==> config.mk <==
export PLATFORM = sky130hd
export DESIGN_NAME = serial_universal_subtractor
export DESIGN_NICKNAME = d
export VERILOG_FILES = /design/src/rtl/sub_pkg.sv /design/src/rtl/digit_sub_cell.sv /design/src/rtl/serial_universal_subtractor.sv
export SDC_FILE = /design/constraint.sdc
export NUM_CORES = 1
export LEC_CHECK = 0
export CORE_AREA = 3 3 86 88
export CTS_CLUSTER_SIZE = 25
export DETAILED_ROUTE_END_ITERATION = 6
export DIE_AREA = 0 0 89 91
export PLACE_DENSITY = 0.72
export SYNTH_ARGS = -nofsm -noshare
export SYNTH_HDL_FRONTEND = slang
export SYNTH_SLANG_ARGS = --single-unit
==> constraint.sdc <==
create_clock -name clk -period 2.4 [get_ports clk]
set_input_delay 0.48 -clock clk [delete_from_list [all_inputs] [get_ports clk]]
set_output_delay 0.48 -clock clk [all_outputs]
set_load 0.02 [all_outputs]
==> src/rtl/sub_pkg.sv <==
// rtl/sub_pkg.sv - mode constants and FSM encoding for the serial universal subtractor
package sub_pkg;

  localparam logic [1:0] MODE_SUB  = 2'b00;
  localparam logic [1:0] MODE_SBB  = 2'b01;
  localparam logic [1:0] MODE_RSUB = 2'b10;
  localparam logic [1:0] MODE_ABS  = 2'b11;

  typedef enum logic [1:0] {
    IDLE = 2'b00,
    CALC = 2'b01,
    FIX  = 2'b10,
    DONE = 2'b11
  } state_t;

endpackage

==> src/rtl/digit_sub_cell.sv <==
// rtl/digit_sub_cell.sv - combinational DIGIT-bit subtractor with borrow in/out
module digit_sub_cell #(
  parameter int DIGIT = 4
) (
  input  logic [DIGIT-1:0] x,
  input  logic [DIGIT-1:0] y,
  input  logic             bin,
  output logic [DIGIT-1:0] d,
  output logic             bout
);

  logic [DIGIT:0] diff;

  // The extra top bit of the widened difference is the borrow-out.
  assign diff = {1'b0, x} - {1'b0, y} - {{DIGIT{1'b0}}, bin};
  assign d    = diff[DIGIT-1:0];
  assign bout = diff[DIGIT];

endmodule

==> src/rtl/serial_universal_subtractor.sv <==
// rtl/serial_universal_subtractor.sv - digit-serial A-B / A-B-1 / B-A / |A-B| with valid/ready
module serial_universal_subtractor
  import sub_pkg::*;
#(
  parameter int WIDTH = 16,
  parameter int DIGIT = 4
) (
  input  logic             clk,
  input  logic             rst_n,
  input  logic             in_valid,
  output logic             in_ready,
  input  logic [WIDTH-1:0] a,
  input  logic [WIDTH-1:0] b,
  input  logic [1:0]       mode,
  output logic             out_valid,
  input  logic             out_ready,
  output logic [WIDTH-1:0] r,
  output logic             borrow,
  output logic             busy
);

  localparam int NDIG = WIDTH / DIGIT;
  localparam int CW   = $clog2(NDIG + 1);

  state_t           state;
  logic [WIDTH-1:0] sa;
  logic [WIDTH-1:0] sb;
  logic [1:0]       mode_q;
  logic             brw;
  logic             sign;
  logic [CW-1:0]    cnt;

  logic [DIGIT-1:0] cx;
  logic [DIGIT-1:0] cy;
  logic [DIGIT-1:0] cd;
  logic             cbout;
  logic [WIDTH-1:0] r_shift;

  // FIX reuses the cell as 0 - r, walking the low digit of r as it rotates.
  always_comb begin
    cx = sa[DIGIT-1:0];
    cy = sb[DIGIT-1:0];
    if (state == FIX) begin
      cx = '0;
      cy = r[DIGIT-1:0];
    end
  end

  digit_sub_cell #(.DIGIT(DIGIT)) u_cell (
    .x    (cx),
    .y    (cy),
    .bin  (brw),
    .d    (cd),
    .bout (cbout)
  );

  assign r_shift   = (r >> DIGIT) | (WIDTH'(cd) << (WIDTH - DIGIT));
  assign in_ready  = (state == IDLE);
  assign busy      = (state != IDLE);
  assign out_valid = (state == DONE);

  always_ff @(posedge clk) begin
    if (!rst_n) begin
      state  <= IDLE;
      r      <= '0;
      borrow <= 1'b0;
      sa     <= '0;
      sb     <= '0;
      mode_q <= MODE_SUB;
      brw    <= 1'b0;
      sign   <= 1'b0;
      cnt    <= '0;
    end else begin
      case (state)
        IDLE: begin
          if (in_valid) begin
            if (mode == MODE_RSUB) begin
              sa <= b;
              sb <= a;
            end else begin
              sa <= a;
              sb <= b;
            end
            mode_q <= mode;
            brw    <= (mode == MODE_SBB);
            sign   <= 1'b0;
            cnt    <= '0;
            state  <= CALC;
          end
        end
        CALC: begin
          // The cycle after the last digit only inspects the final borrow.
          if (cnt == CW'(NDIG)) begin
            if (mode_q == MODE_ABS && brw) begin
              sign  <= 1'b1;
              brw   <= 1'b0;
              cnt   <= '0;
              state <= FIX;
            end else begin
              borrow <= brw;
              state  <= DONE;
            end
          end else begin
            r   <= r_shift;
            sa  <= sa >> DIGIT;
            sb  <= sb >> DIGIT;
            brw <= cbout;
            cnt <= cnt + 1'b1;
          end
        end
        FIX: begin
          r   <= r_shift;
          brw <= cbout;
          cnt <= cnt + 1'b1;
          if (cnt == CW'(NDIG - 1)) begin
            borrow <= sign;
            state  <= DONE;
          end
        end
        DONE: begin
          if (out_ready) state <= IDLE;
        end
        default: state <= IDLE;
      endcase
    end
  end

endmodule

After elaboration in Yosys (flattened, before gate mapping) --
Cells that the tools add are included.
Storage, ports and cells: logic and storage cells 76, input port bits 38, register bits 58, output and inout bits 20
Cells by class: equality and inequality tests 16, bitwise operators 1, add/sub/neg operators 3, mux-type cells 34, reductions and logical operators 13
Operators with widths (number):
- 16-bit 2-to-1 mux | 7
- 16-bit case mux with 2 select lines | 3
- 12-bit by 16-bit bitwise OR with 16-bit output | 1
- 4-bit AND reduction | 3
- 1-bit 2-to-1 mux | 10
- 2-bit inequality test, second input constant | 5
- 3-bit 2-to-1 mux | 3
- 3-bit case mux with 3 select lines | 1
- 2-bit equality test, second input constant | 4
- 2-bit 2-to-1 mux | 4
- 4-bit 2-to-1 mux | 2
- 2-bit case mux with 4 select lines | 1
- 3-bit AND reduction | 2
- 2-bit nonzero test | 3
- 4-bit by 4-bit subtractor with 5-bit output | 1
- 5-bit by 1-bit subtractor with 5-bit output | 1
- 2-bit by 1-bit equality test with 1-bit output, second input constant | 2
- 2-bit by 1-bit inequality test with 1-bit output, second input constant | 2
- 1-bit case mux with 2 select lines | 2
- 2-bit AND reduction | 2
- 3-bit by 1-bit adder with 3-bit output, second input constant | 1
- 3-bit by 2-bit equality test with 1-bit output, second input constant | 1
- 3-bit equality test, second input constant | 1
- 3-bit inequality test, second input constant | 1
- other kinds (4) | 4

Longest topological paths before layout --
Gate-level depths: netlist of the first run.
depth after elaboration 7, gate-level depth with buffers 11, depth with buffers taken out 10

By module --
Synthesis of the first run repeated with hierarchy kept, for this count alone.
Unflattened totals: cell total of the unflattened synthesis 356, area, all modules 3158.0 µm²
Modules (own cells, without submodules):
- serial_universal_subtractor | area an instance 2950.3 µm², times used 1, cells each 332
- digit_sub_cell | area an instance 207.7 µm², times used 1, cells each 24

Least setup slack after synthesis of the first run --
Ideal clock, no wire load.
kind reg-to-reg, from register state[0], to register brw, slack -0.202 ns, path buffers 1, data arrival time 2.467 ns, setup time 0.134 ns, cell stages (with the launch flop) 11, clock period less this slack 2.602 ns, cell sequence dfxtp_1 > inv_1 > ha_1 > buf_1 > mux2i_1 > fa_1 > fa_1 > nand2b_1 > a22o_1 > o21ai_0 > a31oi_1
On the way: word-level cells in the longest chain between the ends 6, elaborated cells on any way between the ends 13, classes of those cells add/sub: 2; eq/ne: 4; mux: 4; reduce/logical: 3
Ends and longest elaborated chain:
- from (decl) | line serial_universal_subtractor.sv:25 | state_t state;
- from (signal assigned) | line serial_universal_subtractor.sv:64 | state <= IDLE;
- from (signal assigned) | line serial_universal_subtractor.sv:88 | state <= CALC;
- from (signal assigned) | line serial_universal_subtractor.sv:98 | state <= FIX;
- 2-bit equality test | line serial_universal_subtractor.sv:43, serial_universal_subtractor.sv:74
- 4-bit 2-to-1 mux | line serial_universal_subtractor.sv:43 | if (state == FIX) begin
- 4-bit by 4-bit subtractor with 5-bit output | line digit_sub_cell.sv:15 | assign diff = {1'b0, x} - {1'b0, y} - {{DIGIT{1'b0}}, bin};
- 5-bit by 1-bit subtractor with 5-bit output | line digit_sub_cell.sv:15
- 1-bit 2-to-1 mux | line serial_universal_subtractor.sv:93 | if (cnt == CW'(NDIG)) begin
- 1-bit case mux with 3 select lines | line serial_universal_subtractor.sv:74 | case (state)
- to (signal assigned) | line serial_universal_subtractor.sv:85 | brw <= (mode == MODE_SBB);
- to (signal assigned) | line serial_universal_subtractor.sv:107 | brw <= cbout;
- to (signal assigned) | line serial_universal_subtractor.sv:113 | brw <= cbout;
- to (decl) | line serial_universal_subtractor.sv:29 | logic brw;
Parallel ways exist; a longest one is shown, timed or not. A chain may end at the register's enable or synchronous reset.

Worst setup path in the final report of the first run --
from register state[0], to output in_ready
On the way: word-level cells in the longest chain between the ends 1
Ends and longest elaborated chain:
- 2-bit zero test | line serial_universal_subtractor.sv:58 | assign in_ready = (state == IDLE);
- to (decl) | line serial_universal_subtractor.sv:11 | output logic in_ready,
Every way passes these cells.

==> out/metrics.yaml, run 1 <==
cts_max_level: 3
seqCellArea_um2: 1164
critPathLaunchType: "flop"
utilization_pct: 59.14
nNetsFinal: 448
io_pins: 58
drt_iter0_drc: 75
ys_seq_elements: 58
ant_nets: 0
synth_fp_nets: 395
clk_pin_slew_ps: 70
synth_top_area_share_pct: 37.63
cp-end-kind: "primary output"
seq_power_share_pct: 31.5
clkPwrFrac_pct: 22.8
grt_pass1_vias: 2631
drive_gt1_share_pct: 15.92
port_buffers: 57
p_per_area_nw_per_um2: 1089
yosysWarnings: 0
antenna_cells: 0
drc_errors: 0
crit_path_start: "state[0]$_SDFFE_PN0P_"
cp.arrival_ps: 1800
grt_usage_pct: 18.51
synth-edff-count: 0
timing.fmax_ghz: 0.4382
multi_input_area_um2: 1785
wl_per_cell_um: 14.60
vias: 2622
setup_viol: 0
fillers: 611
finalWorstSetupSlack_ps: 117.7
fin_skew_ps: 4.698
firstDrtPassIters: 5
synthCells: 344
core_area_um2: 6719
swShare_pct: 37.86
dpl.hpwl_um: 4958
r2r_cells: 10
syn_avg_cell_area_um2: 8.969
die-area_um2: 8099
crit_path_end: "in_ready"
clockBufferDepth: 2
pwr-share-comb_pct: 45.7
crit_required_ps: 1920
synthTopCellsByArea: "dfxtp_1, mux2i_1, mux2_2"
dp_slack_ps: 33.67
p_sw_w: 0.001638
rsz0062_at_grt: "no"
worst_hold_slack_ps: 456.8
post_cts_buffers: 0
num_rows: 30
gp_congestion: 0.8515
synth.distinct_cells: 43
timing.rr.end: "brw$_SDFFE_PN0P_"
async_flop_share_pct: 0
die_h_um: 91
start_util_pct: 45.92
slew_headroom_pct: 48.25
clockRootBuffer: "clkbuf_8"
reg2reg_slack_ps: 130
p_int_w: 0.002688
clock_latency_ps: 330
final_max_slew_viol_count: 0
cts_made_buffers: 9
finalHoldViolCount: 0
hold_path_class: "flop to flop"
die_w_um: 89
synthesis.area_um2: 3085
worst-path-max-fanout: 10
min_period_over_period_pct: 95.10
crit_type: "flop to primary output"
grt_max_degree: 34
p_leak_nw: 1.494
area_growth_pct: 28.79
wirelength_um: 7035
total_power_w: 0.004326
clock_sinks: 58
max-cap-violations: 0
worstReg2RegStart: "state[0]$_SDFFE_PN0P_"
synth-seq-area-share_pct: 37.63
outcome: "completed"
worstMarginPinSlew_ps: 776.2
cts_tree: "yes"
vias_per_cell: 5.440
synth_top_area_cell: "dfxtp_1"
min_period_ps: 2282
synth_flop_cell: "dfxtp_1"
grt_pass1_wl_um: 11880
antenna_found_initial: 0
worst_ir_drop_vdd_v: 0.0004984
fin_setup_tns_ps: 0
grt.overflow.total: 0
critical path, stage by stage, from the launching register on:
cell and delay [ps]:
dfxtp_2 340, inv_2 80, buf_4 120, ha_2 290, clkdlybuf4s50_1 640
metrics by stage:
stage | instances | cell area [µm²]
global placement | 466 | 3739
finish | 482 | 3974
floorplan | 344 | 3102
global route | 482 | 3974
CTS | 482 | 3959
detailed placement | 466 | 3739
state kept, by name, indices dropped and copies added, names as in the netlist:
register and cells:
cnt 3, brw 1, mode_q 2, sign 1, state 2, sa 16
r 16, sb 16, borrow 1
cell usage after synthesis (2+ instances only):
master,n
dfxtp_1,58
buf_2,7
o31ai_1,2
mux2i_1,34
nand3_1,28
nor2_1,8
clkbuf_1,12
nand2b_1,5
fa_1,2
buf_6,2
or3_1,8
nand2_1,43
a22oi_1,2
o21ai_0,21
nor2b_1,4
inv_1,12
buf_1,4
o32ai_1,2
ha_1,11
mux2_2,28
nor3_1,2
o21ai_1,6
a21oi_1,22
a211oi_1,2
layout by cell type (no fill, tap or decap), drive strengths merged, types with 4 or more instances in the layout:
master,instances
a21oi,22
buf,10
clkbuf,11
clkdlybuf4s50,56
dfxtp,58
ha,11
inv,12
mux2,28
mux2i,34
nand2,43
nand2b,5
nand3,28
nor2,8
nor2b,4
o21ai,27
or3,8
repair_timing:
action,CTS,global route
hold buffers,0,0
gates resized for setup,2,5
setup endpoints to repair,2,1
power by group through the flow:
stage	Sequential [W]	Combinational, W	Clock, W
2_1_floorplan	0.00139	0.00138	0
5_1_grt	0.00140	0.00218	0.00105
6_report	0.00136	0.00198	0.000987
3_3_place_gp	0.00137	0.00190	0
4_1_cts	0.00136	0.00195	0.00101
3_5_place_dp	0.00137	0.00195	0
cell families after synthesis:
logic type,count (synthesis),share of synthesized area (%)
adders and majority gates,13,5.758
and+or+nand+nor,104,16.02
AOI/OAI and AO/OA,68,13.67
muxes,62,21.25
buffers and inverters,38,5.393
xor gates and xnor gates,1,0.2839
DFF,58,37.63
cell type report:
type	count	share of cell area [%]
clock inverters	5	1.952
inverters	13	1.228
multi-input cells	248	44.93
clock buffers	11	3.558
well taps	80	2.519
flip-flops and latches	58	29.28
repair buffers	67	16.53
per-layer routing:
layer	up-vias	GRT usage, %	wire [µm]
met1	1222	22.83	3255
li1	1326	-	-
met2	63	30.51	3341
met4	0	7.940	131
met3	11	4.083	306
met5	-	0	0
how the worst min path moves through the flow:
stage	start	endpoint	slack, ps	depth (start not counted)
detailed placement	sa[15]$_SDFFE_PN0P_	sa[15]$_SDFFE_PN0P_	450	2
global placement	sa[15]$_SDFFE_PN0P_	sa[15]$_SDFFE_PN0P_	440	2
floorplan	sa[13]$_SDFFE_PN0P_	sa[13]$_SDFFE_PN0P_	430	2
global route	r[7]$_SDFFE_PN0P_	r[3]$_SDFFE_PN0P_	490	2
finish	sa[15]$_SDFFE_PN0P_	sa[15]$_SDFFE_PN0P_	460	2
CTS	sa[15]$_SDFFE_PN0P_	sa[15]$_SDFFE_PN0P_	460	2
Note: power is estimated with default switching activity, not from simulation.
==> run 2, diff against run 1 <==
- CAP_MARGIN: unset -> 25
==> results of run 2 <==
No change in the layout: final DEF, timing and power equal those of run 1.
